--- src/rtl/joy_pkg.sv ---
// Shared constants for the DB9/Megadrive serial joystick decoder:
// FSM encoding, raw frame bit positions and output word bit positions.
package joy_pkg;

    localparam logic [1:0] ST_IDLE  = 2'd0;
    localparam logic [1:0] ST_LOAD  = 2'd1;
    localparam logic [1:0] ST_SHIFT = 2'd2;
    localparam logic [1:0] ST_DONE  = 2'd3;

    // Per-port raw layout {pin7,pin5,pin9,pin6,right,left,down,up}, active low
    localparam int unsigned RAW_UP    = 0;
    localparam int unsigned RAW_DOWN  = 1;
    localparam int unsigned RAW_LEFT  = 2;
    localparam int unsigned RAW_RIGHT = 3;
    localparam int unsigned RAW_PIN6  = 4;
    localparam int unsigned RAW_PIN9  = 5;

    // Output layout {start,A,C,B,right,left,down,up}, active high
    localparam int unsigned OUT_A     = 6;
    localparam int unsigned OUT_START = 7;

    // {C,B,right,left,down,up} from a select=1 frame
    function automatic logic [5:0] decode_hold(input logic [7:0] raw);
        return ~{raw[RAW_PIN9], raw[RAW_PIN6], raw[RAW_RIGHT],
                 raw[RAW_LEFT], raw[RAW_DOWN], raw[RAW_UP]};
    endfunction

    // A Megadrive pad drives left and right low together while select is low
    function automatic logic md_present(input logic [7:0] raw);
        return !raw[RAW_LEFT] && !raw[RAW_RIGHT];
    endfunction

    function automatic logic [7:0] publish(input logic [5:0] hold, input logic [7:0] raw);
        logic [7:0] j;
        j = {2'b00, hold};
        if (md_present(raw)) begin
            j[OUT_A]     = ~raw[RAW_PIN6];
            j[OUT_START] = ~raw[RAW_PIN9];
        end
        return j;
    endfunction

endpackage

--- src/rtl/joy_tick_gen.sv ---
// Half-period prescaler for the 74HC165 shift clock; tick marks the last
// clk cycle of each CLK_DIV-cycle half period, clear restarts the count.
module joy_tick_gen #(
    parameter int CLK_DIV = 32
) (
    input  logic clk,
    input  logic rst_n,
    input  logic clear,
    output logic tick
);

    localparam int CNT_W = $clog2(CLK_DIV);

    logic [CNT_W-1:0] cnt;

    assign tick = (cnt == CNT_W'(CLK_DIV - 1));

    always_ff @(posedge clk or negedge rst_n) begin
        if (!rst_n) begin
            cnt <= '0;
        end else if (clear || tick) begin
            cnt <= '0;
        end else begin
            cnt <= cnt + 1'b1;
        end
    end

endmodule

--- src/rtl/joy_db9_serial_decoder.sv ---
// Scans the 74HC165 chain behind both DB9 ports and decodes plain DB9 sticks
// and 3-button Megadrive pads into active-high joystick words.
module joy_db9_serial_decoder
    import joy_pkg::*;
#(
    parameter int CLK_DIV   = 32,
    parameter int NBITS     = 16,
    parameter int FRAME_GAP = 1024
) (
    input  logic       clk,
    input  logic       rst_n,
    input  logic       enable,
    input  logic       joy_data,
    output logic       joy_clk,
    output logic       joy_load_n,
    output logic       joy_select,
    output logic [7:0] joy1,
    output logic [7:0] joy2,
    output logic [1:0] md_detect,
    output logic       frame_done
);

    localparam int BIT_W = $clog2(NBITS + 1);
    localparam int GAP_W = $clog2(FRAME_GAP + 1);

    logic [1:0]       state, state_nxt;
    logic             phase;
    logic [BIT_W-1:0] bit_cnt;
    logic [GAP_W-1:0] gap_cnt;
    logic [NBITS-1:0] sr;
    logic [5:0]       hold1, hold2;
    logic             tick, clear, gap_last, bit_last;

    joy_tick_gen #(.CLK_DIV(CLK_DIV)) u_tick (
        .clk   (clk),
        .rst_n (rst_n),
        .clear (clear),
        .tick  (tick)
    );

    assign gap_last = (gap_cnt == GAP_W'(FRAME_GAP - 1));
    assign bit_last = (bit_cnt == BIT_W'(NBITS - 1));

    always_comb begin
        state_nxt = state;
        case (state)
            ST_IDLE:  if (enable && gap_last) state_nxt = ST_LOAD;
            ST_LOAD:  if (tick && phase) state_nxt = ST_SHIFT;
            ST_SHIFT: if (tick && phase && bit_last) state_nxt = ST_DONE;
            default:  state_nxt = ST_IDLE;
        endcase
        // Restarting the prescaler on every transition aligns each phase to its state entry
        clear = (state_nxt != state);
    end

    always_ff @(posedge clk or negedge rst_n) begin
        if (!rst_n) begin
            state      <= ST_IDLE;
            phase      <= 1'b0;
            bit_cnt    <= '0;
            gap_cnt    <= '0;
            sr         <= '0;
            hold1      <= '0;
            hold2      <= '0;
            joy_clk    <= 1'b0;
            joy_load_n <= 1'b1;
            joy_select <= 1'b1;
            joy1       <= '0;
            joy2       <= '0;
            md_detect  <= '0;
            frame_done <= 1'b0;
        end else begin
            state      <= state_nxt;
            frame_done <= 1'b0;
            case (state)
                ST_IDLE: begin
                    if (!enable || gap_last) gap_cnt <= '0;
                    else                     gap_cnt <= gap_cnt + 1'b1;
                    if (state_nxt == ST_LOAD) begin
                        joy_load_n <= 1'b0;
                        phase      <= 1'b0;
                    end
                end
                ST_LOAD: begin
                    if (tick) begin
                        if (phase) begin
                            joy_load_n <= 1'b1;
                            phase      <= 1'b0;
                            bit_cnt    <= '0;
                        end else begin
                            phase <= 1'b1;
                        end
                    end
                end
                ST_SHIFT: begin
                    if (tick) begin
                        if (!phase) begin
                            sr      <= {sr[NBITS-2:0], joy_data};
                            joy_clk <= 1'b1;
                            phase   <= 1'b1;
                        end else begin
                            joy_clk <= 1'b0;
                            phase   <= 1'b0;
                            bit_cnt <= bit_cnt + 1'b1;
                        end
                    end
                end
                default: begin
                    joy_select <= ~joy_select;
                    if (joy_select) begin
                        hold1 <= decode_hold(sr[7:0]);
                        hold2 <= decode_hold(sr[15:8]);
                    end else begin
                        md_detect  <= {md_present(sr[15:8]), md_present(sr[7:0])};
                        joy1       <= publish(hold1, sr[7:0]);
                        joy2       <= publish(hold2, sr[15:8]);
                        frame_done <= 1'b1;
                    end
                end
            endcase
        end
    end

endmodule

--- config.mk ---
export PLATFORM = sky130hd
export DESIGN_NAME = joy_db9_serial_decoder
export DESIGN_NICKNAME = d
export VERILOG_FILES = /design/src/rtl/joy_pkg.sv /design/src/rtl/joy_tick_gen.sv /design/src/rtl/joy_db9_serial_decoder.sv
export SDC_FILE = /design/constraint.sdc
export NUM_CORES = 1
export LEC_CHECK = 0
export ABC_CLOCK_PERIOD_IN_PS = 2370
export BUFFER_PORTS_ARGS = -buffer_cell sky130_fd_sc_hd__buf_4
export CAP_MARGIN = 20
export CELL_PAD_IN_SITES_DETAIL_PLACEMENT = 2
export CELL_PAD_IN_SITES_GLOBAL_PLACEMENT = 2
export CORE_ASPECT_RATIO = 1.5
export CORE_UTILIZATION = 38
export CTS_BUF_LIST = sky130_fd_sc_hd__clkbuf_8
export CTS_CLUSTER_DIAMETER = 200
export DETAILED_ROUTE_END_ITERATION = 6
export GPL_TIMING_DRIVEN = 0
export PLACE_DENSITY = 0.82
export SYNTH_ARGS = -nofsm -noshare
export SYNTH_HDL_FRONTEND = slang
export SYNTH_SLANG_ARGS = --single-unit
--- constraint.sdc ---
create_clock -name clk -period 2.37 [get_ports clk]
set_clock_uncertainty 0.05 [all_clocks]
set_input_delay 0 -clock clk [delete_from_list [all_inputs] [get_ports clk]]
set_output_delay 0 -clock clk [all_outputs]
set_load 0.05 [all_outputs]
==> After elaboration in Yosys (flattened, before gate mapping) <==
Cells that the tools add are included.
{ "totals": {"regBits": 72, "inputBits": 4, "output_inout_bits": 22, "wordCells": 87} }
{ "op_classes": {"n_addsub": 3, "eq_ne": 13, "n_mux": 22, "bitwise": 9, "reduce_logical": 25} }
{ "ops": {"columns": ["operator", "count"], "rows": [
  ["5-bit two-way mux", 5],
  ["6-bit inverter", 2],
  ["11-bit by 1-bit adder with 11-bit output, second input constant", 1],
  ["11-bit by 10-bit == test with 1-bit output, second input constant", 1],
  ["11-bit two-way mux", 1],
  ["5-bit by 1-bit adder with 5-bit output, second input constant", 2],
  ["2-bit two-way mux", 5],
  ["2-bit inequality test, second input constant", 5],
  ["5-bit case mux with 2 select lines", 1],
  ["1-bit two-way mux", 7],
  ["1-bit inverter", 7],
  ["2-bit case mux with 3 select lines", 1],
  ["2-bit AND reduction", 3],
  ["3-bit AND reduction", 2],
  ["2-bit nonzero test", 3],
  ["5-bit by 4-bit == test with 1-bit output, second input constant", 1],
  ["5-bit == test, second input constant", 1],
  ["1-bit logical AND", 5],
  ["1-bit logical NOT", 5],
  ["5-bit AND reduction", 1],
  ["2-bit by 1-bit == test with 1-bit output, second input constant", 2],
  ["1-bit case mux with 2 select lines", 2],
  ["4-bit AND reduction", 1],
  ["3-bit OR reduction", 1],
  ["6 further kinds", 7]
]} }

==> Logic depth before layout (Yosys ltp) <==
Gate-level depths: netlist (run 1).
{ "depth": {"ltp_word": 8, "depth_mapped": 9} }

==> Modules after synthesis <==
From an unflattened synthesis (run 1), not the netlist that was laid out.
{ "unflattened": {"hier_cells": 285, "area_unflattened_um2": 3200.6} }
{ "modules_own_cells": {"columns": ["mod", "instances", "cells_each", "area_per_inst_um2"], "rows": [
  ["joy_db9_serial_decoder", 1, 268, 2971.6],
  ["joy_tick_gen", 1, 17, 229.0]
]} }

==> Least setup slack after synthesis (run 1) <==
Ideal clock, no wire load.
{ "synth_path": {"kind": "flip-flop to flip-flop", "startpoint": "register u_tick.cnt[0]", "endpoint": "register u_tick.cnt[1]", "setup_time_ps": 80, "arrival_ps": 2075, "required_time_ps": 2240, "setup_slack_ps": 165, "stages_incl_launch_ff": 10, "synth_period_minus_slack_ps": 2205, "path_cell_list": "dfrtp_1 > ha_1 > and3_1 > ha_1 > and2_1 > buf_6 > o211ai_4 > o21ai_2 > a211o_4 > nor3b_2"} }
{ "synth_between": {"elab_chain_len": 8} }
{ "synth_lines": {"columns": ["element", "line", "source"], "rows": [
  ["from (decl)", "joy_tick_gen.sv:14", "logic [CNT_W-1:0] cnt;"],
  ["from (signal assigned)", "joy_tick_gen.sv:24", "cnt <= cnt + 1'b1;"],
  ["5-bit == test", "joy_tick_gen.sv:16", "assign tick = (cnt == CNT_W'(CLK_DIV - 1));"],
  ["1-bit logical AND", "joy_db9_serial_decoder.sv:48, joy_db9_serial_decoder.sv:49", null],
  ["1-bit logical AND", "joy_db9_serial_decoder.sv:49", "ST_SHIFT: if (tick && phase && bit_last) state_nxt = ST_DONE;"],
  ["2-bit two-way mux", "joy_db9_serial_decoder.sv:49", null],
  ["2-bit case mux with 3 select lines", "joy_db9_serial_decoder.sv:46", "case (state)"],
  ["2-bit inequality test", "joy_db9_serial_decoder.sv:53", "clear = (state_nxt != state);"],
  ["1-bit logical OR", "joy_tick_gen.sv:21", "end else if (clear || tick) begin"],
  ["5-bit two-way mux *", "joy_tick_gen.sv:21", null]
]} }
Every way passes the cells marked *; elsewhere a longest branch is shown, timed or not.
A chain may end at the register's enable or synchronous reset.

==> Worst setup path after layout (run 1) <==
Same ends and word-level chain as after synthesis.

==> results.toml, run 1 <==
[die]
die-area_um2 = 8875
dieWidth_um = 77.26
die_y_um = 114.9
core_um2 = 8108
initial_core_util_pct = 39.81
rows = 40
io_pins = 26

[power_and_ir_drop]
switching_share_pct = 22.21
p_seq_share_pct = 52.4
power_frac_comb_pct = 2.0
clkPwrFrac_pct = 45.6
switching_power_mw = 0.5248
p_int_mw = 1.838
power_density_nw_per_um2 = 617.9
p_leak_nw = 1.831
ir_worst_vdd_mv = 0.2982
finalPower_mw = 2.363

[logic_synthesis]
yosys_register_bits = 72
synth-simple-area-share_pct = 14.26
synth_top_area_share_pct = 54.26
synth-edff-count = 0
synth_top_area_cell = "dfrtp_1"
yosysSeqAreaShare_pct = 55.89
synth_area_um2 = 3228
synth_area_leaders = "dfrtp_1 54%, mux2_2 9.4%, nand2_1 4.2%"
synth_top_family_by_area = "simple AND/OR/NAND/NOR gates"
yosysMostFrequentCell = "dfrtp_1"
yosys_warnings = 0
synth.mux.area_fraction_pct = 9.729
post_synth.cell_area_avg_um2 = 11.74
yosys-top-cells-count = "70 x dfrtp_1, 36 x nand2_1, 27 x mux2_2, 27 x o21ai_0, 16 x nor2_1"
synthArstFlopShare_pct = 100.0
syn_inst = 275
synthAdderAreaFrac_pct = 3.876
dominantRegCellSynth = "dfrtp_1"
synth.distinct_cells = 52
syn_nets = 289
synth_xor_area_share_pct = 2.713
synth_compound_area_share_pct = 10.47

[global_route]
grt_use_total_pct = 18.79
grt_pass1_wl_um = 12740
gr-total-overflow = 0
grt_pass1_vias = 2534
antenna_found_initial = 0
grt_max_degree = 73

[worst_setup_path]
required_ns = 2.60
timing.rr.start = "u_tick.cnt[0]"
r2r_cells = 9
crit_fanout = 8
start_kind = "register"
cp.arrival_ns = 2.50
reg2reg_to = "u_tick.cnt[1]"
regToRegSetupSlack_ns = 0.09
path_class = "reg2reg"
critPathCaptureType = "register"

[sta]
fmax_mhz = 439.4
slew_headroom_pct = 38.15
tightest_slew_ns = 0.9277
min_period_over_period_pct = 96.03
rsz0062_at_grt = "no"
min_period_ns = 2.276
hold_viol_final = 0
maxSlewViolCount = 0
setup-violations-final = 0

[finish]
n_fill_cell = 844
antenna_cells = 0
seq_area_um2 = 1805
multi_input_area_um2 = 1343
syn_to_final_growth_pct = 18.45
post-route-util_pct = 47.16
stdcell_area_um2 = 3824
final_layout_size_suffix_gt1_share_pct = 30.00
layout.cells.non_filler = 425
fin_nets = 329

[placement]
post-dp-hpwl_um = 5064
placed_area_um2 = 3547
io_buffer_count = 25
routabilityCongestion = 0.7472
dp_cells = 405

[route]
vias_per_cell = 5.308
wire_per_inst_um = 17.86
routed_wl_um = 7590
drt_iter0_drc = 49
drc = 0
drtPass1Iterations = 4
drtAntennaViolNets = 0
vias = 2256

[status]
outcome = "finished clean"

[cts]
clkSlewWorstSetupHoldPaths_ns = 0.09
insertion_delay_ns = 0.36
clock_path_buffers = 2
root_buffer = "clkbuf_8"
cts_tree = "built"
clock-sinks = 72
ctsHtreeMaxLevel = 3
cts_buffers = 9

[min_path]
hold_path_class = "in2async"

[run]
cap_violations = 0
==> metal layers <==
layer,share of wire (%),track usage [%],wire (µm)
met3,1.6,2.381,122
met1,40,20.09,3051
met5,0,0,0
met2,56,35.93,4264
met4,2.0,9.308,151
==> state kept, by name, summed over array words and instances, names as in the netlist, 2 cells and up <==
register and cells:
sr 14, gap_cnt 11, joy1 8, joy2 8
hold1 6, hold2 6, bit_cnt 5, u_tick.cnt 5
md_detect 2, state 2
==> through the flow <==
| stage | worst slack (ns) | hold slack [ns] | setup TNS (ns) |
|---|---|---|---|
| floorplan | 0.1652 | -0.3456 | 0 |
| global placement | -0.001465 | 0.1402 | -0.001465 |
| detailed placement | -0.05670 | 0.1482 | -0.1340 |
| CTS | 0.03828 | 0.3032 | 0 |
| global route | 0.02005 | 0.3564 | 0 |
| finish | 0.09417 | 0.2771 | 0 |
==> cell type report <==
class	instances	share of cell area (%)
plain buffers	11	1.702
clock inverters	7	2.520
inverters	9	0.8835
flip-flops and latches	72	47.22
repair buffers	29	5.890
clock buffers	9	3.240
multi-input cells	183	35.11
well taps	105	3.436
==> how the worst max path moves through the flow <==
| stage | from | endpoint | slack [ns] |
|---|---|---|---|
| after detailed placement | u_tick.cnt[0] | u_tick.cnt[1] | -0.06 |
| after CTS | u_tick.cnt[0] | u_tick.cnt[1] | 0.04 |
| after global placement | u_tick.cnt[0] | u_tick.cnt[4] | -0.001 |
| after floorplan | u_tick.cnt[0] | u_tick.cnt[1] | 0.17 |
| final | u_tick.cnt[0] | u_tick.cnt[1] | 0.09 |
| after global routing | u_tick.cnt[0] | u_tick.cnt[1] | 0.02 |
==> cell usage in the layout, fill, tap and decap left out, types with 4 or more instances in the layout <==
cell,count
buf_4,27
clkbuf_1,4
clkbuf_8,9
dfrtp_1,69
ha_1,9
inv_1,8
mux2_2,27
nand2_1,36
nand3_1,8
nand4_1,4
nor2_1,16
o21ai_0,27
xor2_1,8
==> cells by family after synthesis <==
kind of cell,after synthesis
multiplexers,28
buffers and inverters,20
flip-flops,72
XOR/XNOR,10
adder cells (fa/ha/maj),10
AO/OA/AOI/OAI,47
AND/OR/NAND/NOR,88
==> power groups by stage <==
stage	combinational [mW]	clock [mW]	sequential, mW
2_1_floorplan	0.0121	0	1.26
3_3_place_gp	0.0434	0	1.26
3_5_place_dp	0.0456	0	1.26
4_1_cts	0.0498	1.10	1.24
5_1_grt	0.0547	1.14	1.24
6_report	0.0474	1.08	1.24
==> worst max-delay path, stage by stage (launching register included) <==
cell      delay [ns]
dfrtp_1         0.39
ha_1            0.23
and3_4          0.19
ha_4            0.18
and2_1          0.17
buf_6           0.14
o211ai_4        0.21
o21ai_2         0.08
a211o_4         0.38
nor3b_2         0.17
==> repair_timing <==
item | CTS | global route
endpoints found under the hold margin | 74 | 0
hold buffers | 3 | 0
setup buffers | 1 | 0
gates resized for setup | 1 | 3
setup endpoints to repair | 5 | 6
pin swaps | 0 | 1
Note: power is estimated with default switching activity, not from simulation.
==> inputs of run 2 (changes only) <==
CORE_UTILIZATION = 37   (was 38)
PLACE_DENSITY = 0.81   (was 0.82)
SYNTH_HIERARCHICAL = 1   (was unset)
==> run 2 against run 1 <==
Sequential power about the same; critical endpoint is now phase; non-clock buffer count grew 5; total power decreased by 9.0%; clock power shrank 18%; largest power group unchanged; synthesized cell count increased by 3.6%; wire length up 2.5%; sequential share of layout area shrank 0.53 points; die area grew 1.8%; combinational power is 19% lower.
==> results.toml, run 2 <==
[worst_setup_path]
cpPeakStageDelay_ns = 0.40
critPathCaptureType = "register"
start_kind = "register"
crit_fanout = 7
critPathBufInv = 0
critPathSlowestCell = "a2111oi_4"
path_class = "reg2reg"
cp.arrival_ns = 2.52
path_cells = "ha_2, and3_2, ha_4, nand4_2, a22o_1, a2111oi_4, nor2_1, a211o_1"
crit_family = "compound AO/OA/AOI/OAI gates"
required_ns = 2.56

[route]
vias = 2340
drc = 0
drtPass1Iterations = 4
wire_per_inst_um = 17.60
routed_wl_um = 7777
drtAntennaViolNets = 0
vias_per_cell = 5.294
drt_iter0_drc = 42

[power_and_ir_drop]
power_density_nw_per_um2 = 555.5
p_int_mw = 1.640
power_frac_comb_pct = 1.8
finalPower_mw = 2.150
switching_share_pct = 23.70
clkPwrFrac_pct = 41.0
p_seq_share_pct = 57.2
ir_worst_vdd_mv = 0.2597
switching_power_mw = 0.5096
p_leak_nw = 1.914

[finish]
antenna_cells = 0
largest_reg_flops = 14
seq_area_um2 = 1807
multi_input_area_um2 = 1385
fin_nets = 343
reg_top3 = "sr: 14 flops, gap_cnt: 11 flops"
final_layout_size_suffix_gt1_share_pct = 31.64
n_fill_cell = 877
syn_to_final_growth_pct = 20.91
final_common_cell = "dfrtp_1"
top_register = "sr"
final_cell_mix = "68 x dfrtp_1, 39 x nand2_1, 34 x buf_4"

[global_route]
grt_use_total_pct = 19.05
antenna_found_initial = 0
grt_pass1_wl_um = 12940
gr-total-overflow = 0
grt_max_degree = 73
grt_pass1_vias = 2551

[logic_synthesis]
post_synth.cell_area_avg_um2 = 11.23
synth_top_area_share_pct = 54.73
synth_compound_area_share_pct = 11.30
yosys_register_bits = 72
synth-edff-count = 0
yosys-top-cells-count = "70 x dfrtp_1, 40 x nand2_1, 27 x mux2_2, 24 x o21ai_0, 12 x inv_1"
synthAdderAreaFrac_pct = 3.518
synth.distinct_cells = 47
syn_nets = 298
synth_area_um2 = 3201
synth_top_family_by_area = "simple AND/OR/NAND/NOR gates"
synthArstFlopShare_pct = 100.0
synth_xor_area_share_pct = 0.5473
yosysSeqAreaShare_pct = 56.37
dominantRegCellSynth = "dfrtp_1"
yosys_warnings = 6
syn_inst = 285
synth_area_leaders = "dfrtp_1 55%, mux2_2 9.5%, nand2_1 4.7%"
synth.mux.area_fraction_pct = 10.91
synth-simple-area-share_pct = 14.54
yosysMostFrequentCell = "dfrtp_1"
synth_top_area_cell = "dfrtp_1"

[die]
die-area_um2 = 9034
rows = 41
die_y_um = 115.9
io_pins = 26
dieWidth_um = 77.94
core_um2 = 8413
initial_core_util_pct = 38.04

[cts]
clock_path_buffers = 2
root_buffer = "clkbuf_8"
clkSlewWorstSetupHoldPaths_ns = 0.08
clock-sinks = 72
cts_buffers = 9
ctsHtreeMaxLevel = 3
cts_tree = "built"
insertion_delay_ns = 0.36

[sta]
min_period_ns = 2.333
maxSlewViolCount = 0
setup-violations-final = 0
min_period_over_period_pct = 98.43
fmax_mhz = 428.7
fin_hold_ws_ns = 0.2598
slew_headroom_pct = 39.29
tightest_slew_ns = 0.9107
rsz0062_at_grt = "yes"
setup_ws_ns = 0.03729
hold_viol_final = 0

[placement]
routabilityCongestion = 0.8161
dp_slack_ns = -0.3927
io_buffer_count = 25
post-dp-hpwl_um = 5365

[min_path]
hold_path_class = "in2async"

[run]
cap_violations = 0

[status]
outcome = "finished clean"
==> run 2: changes by cell type in the layout (fill, tap and decap cells not counted), sizes merged, moves of 5 or more <==
cell / change
xor2: -7
nor2: -8
inv: +5
o22ai: +6
a21oi: +5
==> run 2: routing by layer <==
layer / up-vias / track usage [%] / share of wire, %
li1: 1096 / - / -
met1: 1191 / 19.67 / 39
met2: 37 / 36.34 / 56
met3: 16 / 5.039 / 2.8
met4: 0 / 7.531 / 2.2
met5: - / 0 / 0
==> run 2: stage by stage <==
| step | instances | utilization (%) | area (µm²) | setup TNS (ns) |
|---|---|---|---|---|
| final | 442 | 46.00 | 3870 | 0 |
| after global routing | 442 | 46.00 | 3870 | -0.1715 |
| after CTS | 438 | 44.85 | 3774 | 0 |
| after detailed placement | 417 | 41.87 | 3522 | -3.627 |
| after global placement | 417 | 41.87 | 3522 | -2.395 |
| after floorplan | 285 | - | 3201 | 0 |
==> run 2: repair_timing <==
action,CTS,global route
endpoints found under the hold margin,72,0
buffers inserted,3,5
endpoints found under the setup margin,18,8
hold buffers,3,0
gates resized for setup,12,16
pin swaps,3,4
==> run 2: logic make-up after synthesis <==
family	count (synthesis)
AND/OR/NAND/NOR	92
flip-flops	72
AO/OA/AOI/OAI	56
multiplexers	31
buffers and inverters	23
adder cells (fa/ha/maj)	9
XOR/XNOR	2
==> run 2: final timing paths <==
check	endpoint	from	slack [ns]	cells past startpoint
min reg2reg	hold1[0]	sr[0]	0.43	1
min	joy2[1]	rst_n	0.26	2
max reg2reg	phase	u_tick/cnt[1]	0.04	8
max in group asynchronous	state[0]	rst_n	1.36	2
min in group clk	sr[0]	joy_data	0.39	3
max	phase	u_tick/cnt[1]	0.04	8
==> run 2: area by class of cell <==
type,count,share of cell area [%]
plain buffers,9,1.229
clock buffers,10,3.556
clock inverters,6,0.9376
inverters,12,1.164
multi-input cells,190,35.79
flip-flops and latches,72,46.69
well taps,107,3.459
repair buffers,36,7.177
==> run 2: power by group through the flow <==
| stage | logic (mW) | registers, mW | clock network, mW |
|---|---|---|---|
| after floorplan | 0.00542 | 1.25 | 0 |
| after global placement | 0.0365 | 1.25 | 0 |
| after detailed placement | 0.0373 | 1.25 | 0 |
| after CTS | 0.0413 | 1.23 | 0.916 |
| after global routing | 0.0452 | 1.23 | 0.965 |
| final | 0.0384 | 1.23 | 0.882 |
==> run 2: worst register-to-register path: stages (launching register included) <==
cell	delay (ns)
dfrtp_1	0.39
ha_2	0.20
and3_2	0.21
ha_4	0.20
nand4_2	0.16
a22o_1	0.25
a2111oi_4	0.40
nor2_1	0.09
a211o_1	0.28
==> inputs of run 3 (changes only) <==
ABC_AREA = 1   (was unset)
CORE_UTILIZATION = 35   (was 37)
==> run 3 against run 2 <==
Register-to-register slack improved by 0.08 ns; sequential power is essentially flat; cell area shrank 2.2%; clock power up 8.4%; critical path type unchanged; largest power group unchanged; highest routed layer unchanged.
==> results.toml, run 3 <==
[sta]
setup-violations-final = 0
hold_viol_final = 0
min_period_ns = 2.251
maxSlewViolCount = 0
tightest_slew_ns = 0.9130
fmax_mhz = 444.2
slew_headroom_pct = 39.13
min_period_over_period_pct = 94.99
fin_setup_tns_ns = 0

[finish]
final_cell_mix = "97 x nand2_1, 70 x dfrtp_1, 34 x buf_4"
final_common_cell = "nand2_1"
antenna_cells = 0
layout.cells.non_filler = 493
final_layout_size_suffix_gt1_share_pct = 24.80
top_register = "sr"
syn_to_final_growth_pct = 20.57
fin_nets = 392
reg_top3 = "sr: 14 flops, gap_cnt: 11 flops"
post-route-util_pct = 43.13
largest_reg_flops = 14

[logic_synthesis]
yosys_warnings = 6
yosysMostFrequentCell = "nand2_1"
syn_inst = 331
syn_nets = 344
synth_top_area_cell = "dfrtp_1"
synth_top_area_share_pct = 55.80
yosys-top-cells-count = "101 x nand2_1, 70 x dfrtp_1, 26 x nor2_1, 25 x inv_1, 23 x o21ai_0"
post_synth.cell_area_avg_um2 = 9.484
synth_area_um2 = 3139
synth-edff-count = 0
dominantRegCellSynth = "dfrtp_1"
synth.distinct_cells = 35
yosys_register_bits = 72
synthArstFlopShare_pct = 100.0
yosysSeqAreaShare_pct = 57.47
synth_area_leaders = "dfrtp_1 56%, nand2_1 12%, o21ai_0 3.7%"

[die]
dieWidth_um = 79.33
rows = 42
initial_core_util_pct = 35.77
die_y_um = 118.0
die-area_um2 = 9360
io_pins = 26
core_um2 = 8776

[worst_setup_path]
path_class = "reg2reg"
critPathCaptureType = "register"
crit_path_start = "u_tick/cnt[1]"
required_ns = 2.60
reg2reg_to = "u_tick/cnt[2]"
crit_fanout = 4
timing.rr.start = "u_tick/cnt[1]"
r2r_cells = 16
critPathCapture = "u_tick/cnt[2]"
regToRegSetupSlack_ns = 0.12
start_kind = "register"
cp.arrival_ns = 2.48

[cts]
clock-sinks = 72
cts_tree = "built"
clkSlewWorstSetupHoldPaths_ns = 0.07
clock_path_buffers = 2
ctsHtreeMaxLevel = 3
root_buffer = "clkbuf_8"
cts_buffers = 9
insertion_delay_ns = 0.36

[global_route]
grt_pass1_vias = 2716
grt_use_total_pct = 18.49
antenna_found_initial = 0
gr-total-overflow = 0
grt_pass1_wl_um = 12950
grt_max_degree = 73

[power_and_ir_drop]
finalPower_mw = 2.239
power_density_nw_per_um2 = 591.6
ir_worst_vdd_mv = 0.3393
p_leak_nw = 1.961

[route]
wire_per_inst_um = 15.90
drt_iter0_drc = 65
routed_wl_um = 7841
drtPass1Iterations = 3
drc = 0
drtAntennaViolNets = 0
vias = 2407
vias_per_cell = 4.882

[run]
cap_violations = 0

[placement]
io_buffer_count = 25
routabilityCongestion = 0.7168
dp_cells = 466
post-dp-hpwl_um = 5405

[min_path]
hold_path_class = "in2async"

[status]
outcome = "finished clean"
## run 3: cell count changes in the layout (fill, tap and decap cells not counted), sizes merged, moves of 4 or more
cell | previous run | this run
a21oi | 8 | 12
and3 | 5 | 0
nand2 | 40 | 107
clkbuf | 17 | 13
o22ai | 6 | 2
nor2 | 8 | 33
buf | 35 | 39
nor3b | 6 | 1
nand2b | 4 | 0
mux2 | 28 | 8
inv | 13 | 31
## run 3: kinds of logic after synthesis
logic type	Yosys count	synth area share, %
muxes	8	2.869
adders and majority gates	9	3.587
xor gates and xnor gates	5	1.395
buffers and inverters	39	5.101
and+or+nand+nor	157	22.68
AOI/OAI and AO/OA	41	6.895
DFF	72	57.47
## run 3: worst min path at each step
stage / start / slack [ns] / end
global route: rst_n / 0.35 / gap_cnt[5]
global placement: rst_n / 0.15 / gap_cnt[7]
detailed placement: rst_n / 0.15 / gap_cnt[5]
floorplan: rst_n / -0.35 / bit_cnt[0]
CTS: rst_n / 0.29 / gap_cnt[3]
finish: rst_n / 0.26 / gap_cnt[5]
## run 3: routing by layer
metal / vias to the layer above / global-route usage, % / routed length, µm
met4: 0 / 10.91 / 214
li1: 1138 / - / -
met2: 28 / 33.30 / 4393
met1: 1226 / 19.44 / 3086
met3: 15 / 3.333 / 146
met5: - / 0 / 0
## run 3: repair_timing
item / in CTS / in global routing
endpoints found under the hold margin: 72 / 0
setup buffers: 4 / 5
hold buffers: 3 / 0
endpoints found under the setup margin: 5 / 5
pin swaps: 3 / 7
resized for setup: 3 / 12
## run 3: power by group
group | internal, mW | switching (mW) | total, mW
Clock | 0.500 | 0.456 | 0.956
Combinational | 0.0123 | 0.0337 | 0.0460
Sequential | 1.23 | 0.00419 | 1.24
## run 3: cell type report
class                           instances  area, µm²
Fill cell                             955       4991
Tap cell                              110      137.6
Clock buffer                           10      137.6
Timing Repair Buffer                   37      285.3
Multi-Input combinational cell        220       1209
Buffer                                  8      41.29
Clock inverter                          5      48.80
Sequential cell                        72       1804
Inverter                               31      121.4
## run 3: critical path, cell delays in order (launching register included)
cell     delay (ns)
dfrtp_1        0.37
ha_2           0.20
nand2_2        0.06
nor2_2         0.11
ha_2           0.21
nand2_4        0.09
inv_4          0.08
nor2_2         0.04
o21ai_1        0.15
nand2_2        0.09
nand2_2        0.09
inv_2          0.05
nand2_2        0.05
nand4_1        0.16
nor2_4         0.15
o21ai_1        0.08
a21oi_1        0.12
## run 3: metrics by stage
| step | hold WS, ns | instance area, µm² | setup WS [ns] |
|---|---|---|---|
| after floorplan | -0.3456 | 3139 | 0.3345 |
| after global placement | 0.1527 | 3465 | -0.03394 |
| after detailed placement | 0.1485 | 3465 | -0.1098 |
| after CTS | 0.2946 | 3719 | 0.03539 |
| after global routing | 0.3464 | 3785 | -0.04376 |
| final | 0.2611 | 3785 | 0.1187 |
